===== src/rtl/uart_tx_pixel.sv =====
// UART transmitter for 24-bit RGB pixels: red, green, blue as three 8N1 bytes, LSB first.
// Define UART_TX_STOP2_EN to send two stop bits per byte instead of one.
module uart_tx_pixel #(
  parameter int CLK_FREQUENCY = 100000000,
  parameter int BAUD_RATE     = 115200
) (
  input  logic        clock,
  input  logic        reset,
  input  logic [23:0] pixel,
  input  logic        pixel_valid,
  output logic        pixel_ready,
  output logic        tx,
  output logic        busy,
  output logic        done
);

  localparam int CLKS_PER_BIT = CLK_FREQUENCY / BAUD_RATE;
  localparam int CNT_W        = $clog2(CLKS_PER_BIT);
  localparam logic [CNT_W-1:0] BAUD_MAX = CNT_W'(CLKS_PER_BIT - 1);

`ifdef UART_TX_STOP2_EN
  localparam logic [2:0] STOP_LAST = 3'd1;
`else
  localparam logic [2:0] STOP_LAST = 3'd0;
`endif

  typedef enum logic [1:0] {
    IDLE  = 2'd0,
    START = 2'd1,
    DATA  = 2'd2,
    STOP  = 2'd3
  } state_t;

  // Handshake: a pixel moves on any rising edge where pixel_valid && pixel_ready;
  // pixel_ready is high exactly while IDLE, and inputs are ignored otherwise.
  state_t           state_q, state_d;
  logic [CNT_W-1:0] baud_cnt_q, baud_cnt_d;
  logic [2:0]       bit_idx_q, bit_idx_d;
  logic [1:0]       byte_idx_q, byte_idx_d;
  logic [23:0]      pixel_q, pixel_d;
  logic             tx_q, tx_d;
  logic             done_q, done_d;

  logic [7:0] cur_byte;
  logic [2:0] next_bit;
  logic       baud_last;

  always_comb begin
    case (byte_idx_q)
      2'd0:    cur_byte = pixel_q[23:16];
      2'd1:    cur_byte = pixel_q[15:8];
      default: cur_byte = pixel_q[7:0];
    endcase
  end

  assign next_bit  = bit_idx_q + 3'd1;
  assign baud_last = (baud_cnt_q == BAUD_MAX);

  always_comb begin
    state_d    = state_q;
    baud_cnt_d = baud_cnt_q;
    bit_idx_d  = bit_idx_q;
    byte_idx_d = byte_idx_q;
    pixel_d    = pixel_q;
    tx_d       = tx_q;
    done_d     = 1'b0;

    case (state_q)
      IDLE: begin
        tx_d       = 1'b1;
        baud_cnt_d = '0;
        if (pixel_valid) begin
          pixel_d    = pixel;
          byte_idx_d = 2'd0;
          bit_idx_d  = 3'd0;
          state_d    = START;
          tx_d       = 1'b0;
        end
      end

      START: begin
        if (baud_last) begin
          baud_cnt_d = '0;
          bit_idx_d  = 3'd0;
          state_d    = DATA;
          tx_d       = cur_byte[0];
        end else begin
          baud_cnt_d = baud_cnt_q + CNT_W'(1);
        end
      end

      DATA: begin
        if (baud_last) begin
          baud_cnt_d = '0;
          if (bit_idx_q == 3'd7) begin
            bit_idx_d = 3'd0;
            state_d   = STOP;
            tx_d      = 1'b1;
          end else begin
            bit_idx_d = next_bit;
            tx_d      = cur_byte[next_bit];
          end
        end else begin
          baud_cnt_d = baud_cnt_q + CNT_W'(1);
        end
      end

      STOP: begin
        tx_d = 1'b1;
        if (baud_last) begin
          baud_cnt_d = '0;
          // bit_idx doubles as the stop-bit counter while in STOP
          if (bit_idx_q == STOP_LAST) begin
            bit_idx_d = 3'd0;
            if (byte_idx_q == 2'd2) begin
              state_d = IDLE;
              done_d  = 1'b1;
            end else begin
              byte_idx_d = byte_idx_q + 2'd1;
              state_d    = START;
              tx_d       = 1'b0;
            end
          end else begin
            bit_idx_d = next_bit;
          end
        end else begin
          baud_cnt_d = baud_cnt_q + CNT_W'(1);
        end
      end

      default: begin
        state_d = IDLE;
        tx_d    = 1'b1;
      end
    endcase
  end

  always_ff @(posedge clock or posedge reset) begin
    if (reset) begin
      state_q    <= IDLE;
      baud_cnt_q <= '0;
      bit_idx_q  <= 3'd0;
      byte_idx_q <= 2'd0;
      pixel_q    <= 24'd0;
      tx_q       <= 1'b1;
      done_q     <= 1'b0;
    end else begin
      state_q    <= state_d;
      baud_cnt_q <= baud_cnt_d;
      bit_idx_q  <= bit_idx_d;
      byte_idx_q <= byte_idx_d;
      pixel_q    <= pixel_d;
      tx_q       <= tx_d;
      done_q     <= done_d;
    end
  end

  assign tx          = tx_q;
  assign done        = done_q;
  assign pixel_ready = (state_q == IDLE);
  assign busy        = (state_q != IDLE);

endmodule


===== config.mk =====
export PLATFORM = sky130hd
export DESIGN_NAME = uart_tx_pixel
export DESIGN_NICKNAME = d
export VERILOG_FILES = /design/src/rtl/uart_tx_pixel.sv
export SDC_FILE = /design/constraint.sdc
export NUM_CORES = 1
export LEC_CHECK = 0
export ABC_CLOCK_PERIOD_IN_PS = 4200
export BUFFER_PORTS_ARGS = -buffer_cell sky130_fd_sc_hd__buf_2
export CAP_MARGIN = 20
export CORE_ASPECT_RATIO = 0.7
export CORE_MARGIN = 5
export CORE_UTILIZATION = 50
export CTS_BUF_LIST = sky130_fd_sc_hd__clkbuf_16
export CTS_CLUSTER_SIZE = 10
export DETAILED_ROUTE_END_ITERATION = 8
export GPL_TIMING_DRIVEN = 0
export HOLD_SLACK_MARGIN = 0.1
export PLACE_DENSITY = 0.72
export SLEW_MARGIN = 20
export SYNTH_ARGS = -nofsm -noshare
export SYNTH_HDL_FRONTEND = slang
export SYNTH_SLANG_ARGS = --single-unit

===== constraint.sdc =====
create_clock -name clock -period 4.2 [get_ports clock]
set_input_delay 0.42 -clock clock [delete_from_list [all_inputs] [get_ports clock]]
set_output_delay 0.42 -clock clock [all_outputs]
set_load 0.01 [all_outputs]

==> results.md, run 1 <==
Run status:
- The flow ran to the end, and the final reports show no timing, DRC or antenna violations.

Placed design:
- The final weighted congestion in routability-driven placement is 0.837.
- Detailed placement finished with a half-perimeter wire length of 3450 µm.
- The number of buffers inserted by port buffering is 30.

Power:
- Overall power consumption after layout is estimated at 804 µW.
- The largest vdd supply drop is 0.245 mV.
- Summed over all cells, the static leakage comes to around 1.3 nW.
- In this run the power density over the cells is 308 nW/µm².

Synth:
- The most used flip-flop cell after synthesis is sky130_fd_sc_hd__dfrtp_1.
- Sorting the synthesized cells by area gives the leading types as sky130_fd_sc_hd__dfrtp_1 47%, sky130_fd_sc_hd__mux2_2 13%, sky130_fd_sc_hd__ha_1 6.2%.
- The synthesized netlist contains 50 unique library cells.
- The post-synthesis sequential element count is 43.
- The share of the Yosys chip area taken by registers is 0.486.
- The number of nets produced by synthesis is 231.
- The number of synthesis warnings is 0.
- The synthesized netlist cell count is 193.
- Of the post-synthesis cell area, the dominant cell type holds 0.474.
- The post-synthesis area per instance is between 10 and 15 µm².
- The biggest area consumer among synthesized cells is sky130_fd_sc_hd__dfrtp_1.
- The post-synth design cell area is approximately 2200 µm².
- In the synthesized netlist the async set-or-reset flop fraction comes to 1.00.
- The synthesized design contains 0 enable-type register cells.

Clock tree:
- Clock-pin slew was measured on the worst setup and hold paths at about 60 ps.
- The count of H-tree levels built during CTS is 2.
- The post-CTS setup buffer count is 0.
- Counting the buffers created by CTS gives 5.
- The buffer type at the clock tree root is sky130_fd_sc_hd__clkbuf_16.
- The number of gates resized after CTS is 0.
- The number of sinks handled by clock tree synthesis is 43.
- The CTS tree is done.
- The clock latency on the worst-skew pair is 280 ps.
- The number of buffers between clock root and the deepest sink is 2.

Setup path:
- Along the worst path, the maximum fanout reaches 7.
- The worst endpoint required time is approximately 4400 ps.
- The worst setup path is captured at a flop.
- At the worst endpoint, the arrival time is 2400 ps.
- STA classifies the critical path startpoint as a flop.
- The setup path with the least slack is of type reg2reg.

GRT:
- The first global-routing pass estimated 7790 µm of wire.
- The total global routing track utilization is 0.177.
- The via count of the first global-routing pass was between 1.5k and 2k.
- The largest net degree at the start of global routing is 33.
- The initial antenna violation count is 0.
- Global routing finished with a remaining overflow of 0.

Floorplan:
- The number of standard-cell rows in the floorplan is 20.
- The region available for standard cell placement spans 4300 µm².
- The floorplan die area is 5890 µm².
- The number of placed I/O pins is 31.
- The height of the die is roughly 66 µm.
- Measured along the x axis, the die boundary spans 89.6 µm.
- The starting density of the core is 0.515.

Drt:
- The vias after detailed routing is 1,602.
- Before antenna repair, the detailed router went through 4 iterations.
- For this block, the routed nets add up to ~4500 µm of wire.
- The DRC violations left is 0.
- After detailed routing, the number of vias per cell comes to between 5 and 6.
- In this run the remaining antenna-violating nets after routing total 0.
- The post-detailed-route wirelength per cell is 15.7 µm.
- The violation count after the first detailed-route iteration is 85.

Cells and area:
- The area growth from synthesis to layout is 17.6%.
- The library cells used most frequently in the layout, excluding fill and tap cells, are 42 x sky130_fd_sc_hd__dfrtp_1, 34 x sky130_fd_sc_hd__buf_2, 25 x sky130_fd_sc_hd__mux2_2.
- The multi-input combinational cells in the finished layout cover a total of 1060 µm².
- After the last flow step, the layout net total stands at 270.
- The library cell used most frequently in the layout, excluding fill and tap cells, is sky130_fd_sc_hd__dfrtp_1.
- The fraction of layout instances using a drive strength above 1 is 0.339.
- The repair_antennas step left the layout with diodes totalling 0.
- The total of fill cells in the finished design is 371.
- The sequential cell area in the final layout is between 1000 and 1500 µm².

STA:
- The smallest clock period supported by the final layout is computed as 2190 ps.
- The worst clock skew is 4.79 ps.
- In the finished design, the share of the clock period the worst path needs comes to 0.522.
- The final count of hold timing violations was 0.
- The worst relative slew slack is 0.717.
- At the pin with the least slew margin, the transition time is 414 ps.
- Setup repair after global routing left no endpoint under its margin.
- Setup violations remaining at the end of the flow were counted as 0.
- The maximum clock frequency is 0.456 GHz.
- The number of pins with negative max-slew slack in the final report is 0.
- After routing, the total negative slack on setup checks comes to 0 ps.

Min path:
- The classification of the worst-slack hold path is in2reg.

Run:
- The tool flagged a number of max-cap violations equal to 0.
## registers in the layout, indices dropped and copies added, names as in the netlist
| name | count |
|---|---|
| byte_idx_q | 2 |
| pixel_q | 24 |
| baud_cnt_q | 10 |
| tx | 1 |
| bit_idx_q | 3 |
| state_q | 2 |
| done | 1 |
## what timing repair did
item	4_1_cts	5_1_grt
hold buffers	1	0
setup endpoints to repair	0	0
hold endpoints to repair	11	0
## cell families after synthesis
group                      count (synthesis)  synth area share
xor gates and xnor gates                   8            0.0316
AOI/OAI and AO/OA                         38             0.130
adders and majority gates                 11            0.0621
and+or+nand+nor                           48             0.119
DFF                                       43             0.486
muxes                                     26             0.134
buffers and inverters                     19            0.0378
## path summary, 6_finish.rpt
check                                              start                      end  slack [ps]  cells after the start
worst max register to register  bit_idx_q[0]$_DFFE_PP0P_           tx$_DFFE_PP1P_        2010                      7
worst min-delay path                            pixel[5]   pixel_q[5]$_DFFE_PP0P_         370                      2
worst min register to register   baud_cnt_q[0]$_DFF_PP0_  baud_cnt_q[0]$_DFF_PP0_         490                      1
max in group asynchronous                          reset           tx$_DFFE_PP1P_        3060                      4
min in group asynchronous                          reset  baud_cnt_q[1]$_DFF_PP0_         620                      3
worst max-delay path            bit_idx_q[0]$_DFFE_PP0P_           tx$_DFFE_PP1P_        2010                      7
## metal layers
metal / share of wire / routed length (µm) / vias up / global-route usage
li1: - / - / 776 / -
met1: 0.53 / 2400 / 787 / 0.271
met2: 0.41 / 1860 / 33 / 0.241
met3: 0.044 / 201 / 6 / 0.0376
met4: 0.015 / 70 / 0 / 0.0669
met5: 0 / 0 / - / 0
## area by class of cell
class	count	share of cell area
inverters	13	0.0187
clock buffers	5	0.0480
well taps	55	0.0264
plain buffers	6	0.0134
repair buffers	32	0.0691
clock inverters	3	0.00576
flip-flops and latches	43	0.413
multi-input cells	131	0.405
## report_power, final
| group | switching, mW | leakage, nW | internal, mW | total, mW |
|---|---|---|---|---|
| logic | 0.0115 | 0.643 | 0.0111 | 0.0226 |
| registers | 0 | 0.578 | 0.414 | 0.414 |
| clock network | 0.151 | 0.0649 | 0.216 | 0.367 |
| total | 0.162 | 1.29 | 0.641 | 0.804 |
## cells in the mapped netlist, types with 2 or more instances
library cell,number
sky130_fd_sc_hd__and3_1,3
sky130_fd_sc_hd__a2111oi_0,2
sky130_fd_sc_hd__a221oi_1,4
sky130_fd_sc_hd__and4_1,2
sky130_fd_sc_hd__a21oi_1,6
sky130_fd_sc_hd__nor2_1,11
sky130_fd_sc_hd__a22o_1,3
sky130_fd_sc_hd__nand2_1,12
sky130_fd_sc_hd__inv_1,13
sky130_fd_sc_hd__xnor2_1,5
sky130_fd_sc_hd__a31oi_1,3
sky130_fd_sc_hd__o21ai_0,4
sky130_fd_sc_hd__a211oi_1,2
sky130_fd_sc_hd__nand2b_1,2
sky130_fd_sc_hd__buf_2,4
sky130_fd_sc_hd__mux2_2,25
sky130_fd_sc_hd__nand3_1,5
sky130_fd_sc_hd__ha_1,11
sky130_fd_sc_hd__xor2_1,3
sky130_fd_sc_hd__dfrtp_1,42
sky130_fd_sc_hd__a22oi_1,2
## metrics by stage
step / area [µm²] / worst slack [ps] / util / hold slack [ps] / std cells
6_report: 2610 / 2010 / 0.606 / 365 / 288
4_1_cts: 2610 / 2050 / 0.606 / 360 / 288
2_1_floorplan: 2220 / 2310 / - / 455 / 193
5_1_grt: 2610 / 1910 / 0.606 / 361 / 288
3_3_place_gp: 2440 / 2030 / 0.566 / 472 / 278
3_5_place_dp: 2460 / 2080 / 0.571 / 380 / 279
## worst max-delay path, stage by stage, from the launching register on
cell	delay (ps)
sky130_fd_sc_hd__dfrtp_1	460
sky130_fd_sc_hd__ha_1	240
sky130_fd_sc_hd__ha_1	400
sky130_fd_sc_hd__nand2_1	80
sky130_fd_sc_hd__a221oi_1	390
sky130_fd_sc_hd__o22ai_1	150
sky130_fd_sc_hd__a311oi_1	290
sky130_fd_sc_hd__o21bai_1	110
Power figures use the tool's default switching activity.
==> run 2, diff against run 1 <==
--- a/config.mk
+++ b/config.mk
@@ -5,7 +5,8 @@
 export SDC_FILE = /design/constraint.sdc
 export NUM_CORES = 1
 export LEC_CHECK = 0
-export ABC_CLOCK_PERIOD_IN_PS = 4200
+export ABC_AREA = 1
+export ABC_CLOCK_PERIOD_IN_PS = 2000
 export BUFFER_PORTS_ARGS = -buffer_cell sky130_fd_sc_hd__buf_2
 export CAP_MARGIN = 20
 export CORE_ASPECT_RATIO = 0.7
@@ -16,7 +17,7 @@
 export DETAILED_ROUTE_END_ITERATION = 8
 export GPL_TIMING_DRIVEN = 0
 export HOLD_SLACK_MARGIN = 0.1
-export PLACE_DENSITY = 0.72
+export PLACE_DENSITY = 0.75
 export SLEW_MARGIN = 20
 export SYNTH_ARGS = -nofsm -noshare
 export SYNTH_HDL_FRONTEND = slang
==> constraint.sdc (replaced) <==
create_clock -name clock -period 2 [get_ports clock]
set_input_delay 0.2 -clock clock [delete_from_list [all_inputs] [get_ports clock]]
set_output_delay 0.2 -clock clock [all_outputs]
set_load 0.01 [all_outputs]
==> run 2 against run 1 <==
  * Non-clock buffer count decreased by 1
  * First-iteration DRC count rose by 26%
  * Critical path type unchanged
  * Cell area grew 2.3%
  * Highest routed layer unchanged
  * Cell count is 14% higher
  * Global-route usage decreased by 1.3 points
  * Largest cell class unchanged
  * Sequential power grew to 3.5 times the previous value
  * Register-to-register slack got worse by 1900 ps
==> results.md, run 2 <==
Run status:
- The flow ran to the end, and the final reports show no timing, DRC or antenna violations.

Setup path:
- Among all stages on the critical path, the largest delay is contributed by sky130_fd_sc_hd__dfrtp_1.
- STA classifies the critical path endpoint as a flop.
- The critical path in this run is classified as reg2reg.
- The kind of start point of the critical path is a flop.
- Traced cell by cell, the critical path runs through inv_1 > ha_1 > buf_2 > nand2_1 > clkbuf_4 > mux2_2.
- Data on the critical path arrives at its endpoint at 2060 ps.
- The longest individual stage delay on the worst path is 400 ps.
- The maximum fanout count along the critical path is 10.
- Data on the critical path is required at its endpoint by 2170 ps.

Placed design:
- Input and output buffers added on the ports amount to 30.
- The final weighted congestion in routability-driven placement is 0.821.
- The post-place setup slack is 83.2 ps.
- Summing all placed instances gives a cell area of between 2000 and 2500 µm².
- The detailed placer's ending HPWL is between 3000 and 4000 µm.

Cells and area:
- In the layout the commonest cells are 47 x sky130_fd_sc_hd__nand2_1, 41 x sky130_fd_sc_hd__dfrtp_1, 33 x sky130_fd_sc_hd__buf_2.
- The area growth from synthesis to layout is 19.1%.
- In the final layout, the registers with the most flip-flops are pixel_q (24), baud_cnt_q (10), bit_idx_q (3).
- The number of flip-flops in the largest register is 24.
- The final non-filler cell area is 2670 µm².
- Fill cells in the final layout number 355.
- The most common cell after layout, fill and taps aside is sky130_fd_sc_hd__nand2_1.
- The number of antenna diodes in the final layout is 0.
- pixel_q holds more flip-flops than any other register.
- The number of nets in the finished design is 311.
- The fraction of the core area covered by cells at the end of the flow is 0.616.
- The fraction of layout instances using a drive strength above 1 is 0.292.

Synth:
- The number of nets produced by synthesis is 272.
- The number of synthesis warnings is 0.
- The area share of the leading cell type in the synthesized netlist is 0.469.
- The post-synthesis sequential element count is 43.
- The number of different library cells used by synthesis comes to 28.
- The sequential element share of the synthesized area is 0.481.
- In the post-synthesis netlist, the cell with the most instances is sky130_fd_sc_hd__nand2_1.
- By area the synthesized netlist is led by sky130_fd_sc_hd__dfrtp_1 47%, sky130_fd_sc_hd__mux2_2 12%, sky130_fd_sc_hd__nand2_1 7.9%.
- For this run, the leading register cell type out of synthesis is sky130_fd_sc_hd__dfrtp_1.
- The biggest area consumer among synthesized cells is sky130_fd_sc_hd__dfrtp_1.
- The commonest cells after synthesis are 47 x sky130_fd_sc_hd__nand2_1, 42 x sky130_fd_sc_hd__dfrtp_1, 26 x sky130_fd_sc_hd__inv_1.
- After synthesis the cells add up to around 2200 µm².
- The synthesized netlist cell count is 234.
- Yosys mapped a number of flops with a built-in enable equal to 0.
- Counting flops with an async set or reset pin after synthesis yields a share of 1.00.
- The post-synthesis area per instance is between 9 and 10 µm².

Min path:
- The min-delay analysis places its worst path in the category in2reg.

Floorplan:
- The starting density of the core is 0.517.
- The core region is roughly 4300 µm².
- The number of placed I/O pins is 31.
- The number of standard-cell rows in the floorplan is 20.
- The floorplan die area is a little under 6000 µm².
- The height of the die is between 60 and 70 µm.
- The floorplan step set the die width to roughly 90 µm.

STA:
- The worst relative slew slack is 0.683.
- Static timing analysis puts the maximum clock frequency at 0.528 GHz.
- The worst path meets setup with about 110 ps of slack.
- The final count of hold timing violations is 0.
- The post-route clock period utilization is 0.946.
- The number of pins with negative max-slew slack in the final report is 0.
- The clock arrives with about 3.5 ps of skew.
- Setup violations remaining at the end of the flow were counted as 0.
- The worst path in the final design needs a cycle of 1890 ps, including I/O delays and setup.
- Hold timing on the final database bottoms out at a slack of 146 ps.
- The sum of negative setup slack is 0 ps.
- The slew of the pin with the lowest slew margin is 475 ps.
- Setup repair after global routing left no endpoint under its margin.

Drt:
- The post-route antenna net violation count is 0.
- The DRC violations left is 0.
- The vias after detailed routing is 1,699.
- After detailed routing, the average wire length per cell comes to ~14 µm.
- The first routing iteration left ~110 violations.
- Wires add up to 4550 µm.
- The count of TritonRoute iterations in the first routing pass is 4.
- The post-detailed-route via-to-cell ratio is 5.16.

Clock tree:
- The buffer type at the clock tree root is sky130_fd_sc_hd__clkbuf_16.
- Buffers added to address setup during post-CTS repair amount to 0.
- The CTS buffer count is 5.
- The CTS tree is done.
- The clock-pin slew on the worst setup and hold paths is 60 ps.
- The clock latency on the worst-skew pair is 280 ps.
- The tree built by TritonCTS fans out to 43 sinks.
- In this run the number of H-tree levels came out at 2.
- The number of buffers between clock root and the deepest sink is 2.

GRT:
- The layer flagged by global routing as most heavily used is met2.
- The first-pass GRT wire length is about 7700 µm.
- Entering global routing, the biggest net connects 24 pins.
- The total overflow left after global routing is 0.
- The initial antenna violation count came to 0.
- The via count of the first global-routing pass is about 1.7k.
- For met3 alone, demand over resource in global routing was 0.0489.
- The met1 demand-to-capacity share in global routing is 0.218.
- The met2 layer usage reported by global route is 0.256.
- For this run, the total global-route usage over all layers was measured as 0.164.

Run:
- The tool flagged a number of max-cap violations equal to 0.

Power:
- The power density relative to cell area is 1560 nW/µm².
- The static leakage power is 1.30 nW.
- Across the VDD grid, the largest voltage drop is between 0.7 and 0.8 mV.
[run 2: layout make-up]
class | instances | area, µm² | share of cell area
buffer | 5 | 30.0 | 0.0113
clock buffer | 5 | 125 | 0.0469
clock inverter | 3 | 38.8 | 0.0145
inverter | 26 | 97.6 | 0.0366
multi-input combinational | 160 | 1040 | 0.390
sequential | 43 | 1080 | 0.405
tap | 55 | 68.8 | 0.0258
timing repair buffer | 32 | 188 | 0.0704
[run 2: logic make-up (layout without fill, tap and decap cells)]
family          after synthesis  count (layout)  share of synthesized area
fa+ha+maj                    11              11                     0.0615
compound gates               23              23                     0.0581
buf+inv                      31              71                     0.0547
simple gates                 99              99                      0.212
mux                          24              24                      0.121
flops                        43              43                      0.481
xor+xnor                      3               3                     0.0117
[run 2: critical path: cells and delay by family (launching register included)]
family | cells | cell delay [ps]
buffers and inverters | 3 | 570
DFF | 1 | 400
muxes | 1 | 360
and+or+nand+nor | 1 | 240
adders and majority gates | 1 | 220
[run 2: worst paths after layout]
check,start,to,slack [ps],cells past startpoint
max,state_q[0]$_DFFE_PP0P_,pixel_q[15]$_DFFE_PP0P_,110,6
min,pixel[23],pixel_q[23]$_DFFE_PP0P_,150,2
max reg2reg,state_q[0]$_DFFE_PP0P_,pixel_q[15]$_DFFE_PP0P_,110,6
min reg2reg,baud_cnt_q[0]$_DFF_PP0_,baud_cnt_q[0]$_DFF_PP0_,460,1
max in group asynchronous,reset,tx$_DFFE_PP1P_,970,4
min in group asynchronous,reset,pixel_q[4]$_DFFE_PP0P_,480,3
[run 2: layer usage]
layer | up-vias | routed length, µm | part of all wire
met3 | 9 | 249 | 0.055
met1 | 801 | 2290 | 0.50
met2 | 40 | 1950 | 0.43
li1 | 849 | - | -
met5 | - | 0 | 0
met4 | 0 | 67 | 0.015
[run 2: power breakdown]
part | switching [mW] | total [mW] | leakage, nW | internal, mW
Sequential | 0.227 | 1.46 | 0.533 | 1.23
Clock | 0.318 | 0.900 | 0.0812 | 0.582
Combinational | 1.03 | 1.79 | 0.686 | 0.764
Total | 1.58 | 4.15 | 1.30 | 2.58
[run 2: what timing repair did]
action,CTS,global route
hold endpoints to repair,20,0
hold buffers,1,0
resized for setup,0,3
setup endpoints to repair,0,15
[run 2: through the flow]
step	total power, mW	instances
2_1_floorplan	2.80	234
6_report	4.15	329
3_5_place_dp	3.24	320
3_3_place_gp	3.17	319
4_1_cts	4.16	329
5_1_grt	4.49	329
==> run 3, diff against run 2 <==
--- a/config.mk
+++ b/config.mk
@@ -17,8 +17,9 @@
 export DETAILED_ROUTE_END_ITERATION = 8
 export GPL_TIMING_DRIVEN = 0
 export HOLD_SLACK_MARGIN = 0.1
-export PLACE_DENSITY = 0.75
+export PLACE_DENSITY = 0.74
 export SLEW_MARGIN = 20
 export SYNTH_ARGS = -nofsm -noshare
 export SYNTH_HDL_FRONTEND = slang
 export SYNTH_SLANG_ARGS = --single-unit
+export TNS_END_PERCENT = 100
==> run 3 against run 2 <==
  * Sequential power hardly changed
  * Wire length is 1.3% lower
  * Flip-flop and latch count stayed put
  * Clock power hardly changed
  * First-iteration DRC count is 12% lower
  * Register-to-register slack better by 50 ps
  * Die area stayed put
  * Hold slack worse by 3.3 ps
  * Largest cell class unchanged
==> results.md, run 3 (synthesis results as in run 2) <==
Drt:
- The DRC violations left is 0.
- The post-detailed-route via-to-cell ratio is between 5 and 6.
- The count of TritonRoute iterations in the first routing pass is 4.
- After detailed routing, the average wire length per cell comes to approximately 14 µm.
- The routed design has 4490 µm of wire.
- The vias after detailed routing is approximately 1.7k.
- The violation count after the first detailed-route iteration is 94.
- The post-route antenna net violation count is 0.

Setup path:
- For the worst setup path, the data arrival time is 2050 ps.
- The critical path runs through a total of 8 cells.
- Broken down by cell family, the worst path's largest delay share belongs to simple AND/OR/NAND/NOR gates.
- STA puts the critical path data required time at 2210 ps.
- The category of the worst setup path capture point is a flop.
- The slowest cell on the critical path is sky130_fd_sc_hd__dfrtp_1.
- Along the worst path, the maximum fanout reaches 9.
- The depth of the most critical reg-to-reg path is 8.
- STA classifies the critical path startpoint as a flop.
- The critical register-to-register path endpoint is byte_idx_q[0]$_DFFE_PP0P_.
- The buffer and inverter count on the worst path is 3.
- The worst setup path is of the reg2reg kind.
- Walking the worst path, the cells encountered are inv_1 > ha_1 > buf_2 > inv_1 > or2_2 > nand3_1 > a21oi_1 > a21oi_1.
- For this run, the slowest stage of the critical path takes 420 ps.
- The minimum setup slack among reg-to-reg paths is 160 ps.
- In this run the critical register-to-register path is launched from state_q[0]$_DFFE_PP0P_.

STA:
- The final count of hold timing violations is 0.
- The post-route clock period utilization is 0.920.
- In this run the tightest slew margin relative to its limit is 0.681.
- The number of pins with negative max-slew slack in the final report came to 0.
- The least setup slack across all paths after layout is ~160 ps.
- Summed over all failing endpoints, the final setup total negative slack is 0 ps.
- Setup repair after global routing left no endpoint under its margin.
- The worst clock skew is 4.70 ps.
- The maximum clock frequency is 0.543 GHz.
- Across all hold checks on the routed design, the worst slack comes to between 100 and 150 ps.
- Setup violations remaining at the end of the flow were counted as 0.
- The clock period could shrink to 1840 ps.
- At the pin with the least slew margin, the transition time is 474 ps.

GRT:
- The initial antenna violation count is 0.
- The via count of the first global-routing pass is 1,649.
- The first global-routing pass estimated 7580 µm of wire.
- In the global route stage, overall resource usage came out at 0.162.
- For this run the aggregate overflow at the end of global routing stands at 0.
- The largest net degree at the start of global routing is 30.

Min path:
- The startpoint identified for the worst hold timing path is pixel[12].
- The classification of the worst-slack hold path is in2reg.
- Along the worst hold path, the cell count comes to 2.
- The worst hold path terminates at pixel_q[12]$_DFFE_PP0P_.

Placed design:
- Port buffering added 30 buffers.
- After detailed placement, the design holds a cell count of 320.
- Prior to clock tree synthesis, the placed netlist has a worst setup slack of 92.5 ps.
- The area after detailed placement is approximately 2500 µm².
- The final weighted congestion in routability-driven placement is 0.795.
- Summed over all nets, the half-perimeter wirelength after detailed placement is between 3000 and 4000 µm.

Clock tree:
- After clock tree synthesis, the clock-pin slew on the worst setup and hold paths is approximately 60 ps.
- The H-tree was split into 2 levels.
- The post-CTS setup buffer count is 0.
- The number of buffers between clock root and the deepest sink is 2.
- The number of clock buffers added by TritonCTS is 5.
- The CTS tree is done.
- The number of sinks handled by clock tree synthesis is 43.
- For the worst-skew pair, the clock arrives at the later sink with an insertion delay of 280 ps.
- Clock tree synthesis selected as its root buffer the cell sky130_fd_sc_hd__clkbuf_16.

Power:
- The share of total power dissipated in sequential elements is 0.352.
- The power density relative to cell area is ~1600 nW/µm².
- Of the total power, the share spent switching nets is 0.379.
- In this run the static leakage power is 1.30 nW.
- The largest vdd supply drop is 0.710 mV.
- Of the total power, combinational logic draws 0.431.
- The share of total power dissipated in the clock network is 0.217.
- The cell-internal power is between 2 and 3 mW.
- For this design the total switching power over the nets is 1.57 mW.

Cells and area:
- The largest register by flop count is pixel_q.
- The antenna diode instance count is 0.
- For this run, the number of standard cells in the final layout without fillers is ~330.
- The fraction of layout instances using a drive strength above 1 is 0.296.
- Leaving out fill and tap cells, the most frequent cell in the layout is sky130_fd_sc_hd__nand2_1.
- Compared with the post-synthesis result, the final layout area differs by 18.7%.
- The top cell types in the final layout, fill and taps aside, are 46 x sky130_fd_sc_hd__nand2_1, 41 x sky130_fd_sc_hd__dfrtp_1, 34 x sky130_fd_sc_hd__buf_2.
- The register with the most flip-flops in the layout has 24 of them.
- Once layout is done, the placed cells without fillers occupy 2660 µm².
- The number of nets in the finished design is about 310.
- The largest registers in the layout are pixel_q (24), baud_cnt_q (10), bit_idx_q (3).

Floorplan:
- The starting density of the core is 0.517.
- Measured along the x axis, the die boundary spans 90.0 µm.
- The height of the die is 66.0 µm.
- The floorplan step defined a die boundary enclosing just under 6000 µm².
- Pin placement for this block handled 31 I/O pins.
- The region available for standard cell placement spans 4330 µm².
- The number of standard-cell rows in the floorplan is 20.

Run status:
- The flow ran to the end, and the final reports show no timing, DRC or antenna violations.

Run:
- The tool flagged a number of max-cap violations equal to 0.
==> run 3: cell types whose count changed in the layout (fill, tap and decap cells not counted), sizes merged <==
cell / delta
buf: +1
clkbuf: -1
==> run 3: layout make-up <==
class                           instances  area, µm²
Fill cell                             374       1670
Tap cell                               55       68.8
Clock buffer                            5        125
Buffer                                  5       27.5
Sequential cell                        43       1080
Clock inverter                          3       38.8
Timing Repair Buffer                   32        180
Multi-Input combinational cell        160       1040
Inverter                               26       97.6
==> run 3: per-stage QoR <==
step | util | total power, mW
5_1_grt | 0.614 | 4.45
2_1_floorplan | - | 2.80
6_report | 0.614 | 4.15
3_5_place_dp | 0.573 | 3.23
3_3_place_gp | 0.568 | 3.17
4_1_cts | 0.613 | 4.16
==> run 3: how the worst max path moves through the flow <==
stage                                        start                        end  slack [ps]
after floorplan             state_q[0]$_DFFE_PP0P_   bit_idx_q[2]$_DFFE_PP0P_         290
after detailed placement    state_q[0]$_DFFE_PP0P_    pixel_q[16]$_DFFE_PP0P_          90
after global routing      bit_idx_q[0]$_DFFE_PP0P_     state_q[1]$_DFFE_PP0P_          20
after CTS                   state_q[0]$_DFFE_PP0P_    pixel_q[15]$_DFFE_PP0P_          80
final                       state_q[0]$_DFFE_PP0P_  byte_idx_q[0]$_DFFE_PP0P_         160
after global placement      state_q[0]$_DFFE_PP0P_    pixel_q[13]$_DFFE_PP0P_         110
==> run 3: layer usage <==
metal	track usage	part of all wire	vias to the layer above
li1	-	-	852
met1	0.239	0.51	786
met2	0.217	0.41	37
met3	0.0455	0.054	10
met4	0.0762	0.020	0
met5	0	0	-
==> run 3: worst register-to-register path, cell delays in order, from the launching register on <==
cell	delay [ps]
sky130_fd_sc_hd__dfrtp_1	420
sky130_fd_sc_hd__inv_1	130
sky130_fd_sc_hd__ha_1	180
sky130_fd_sc_hd__buf_2	200
sky130_fd_sc_hd__inv_1	90
sky130_fd_sc_hd__or2_2	320
sky130_fd_sc_hd__nand3_1	200
sky130_fd_sc_hd__a21oi_1	90
sky130_fd_sc_hd__a21oi_1	130
==> run 3: power by group through the flow <==
stage	Clock, mW	Combinational, mW	Sequential, mW
floorplan	0	1.40	1.40
global placement	0	1.72	1.45
detailed placement	0	1.76	1.47
CTS	0.918	1.79	1.46
global route	0.954	2.00	1.50
finish	0.902	1.79	1.46
==> run 3: repair_timing <==
action	in CTS	in global routing
hold endpoints to repair	13	0
hold buffers	1	0
resized for setup	0	3
endpoints found under the setup margin	0	22
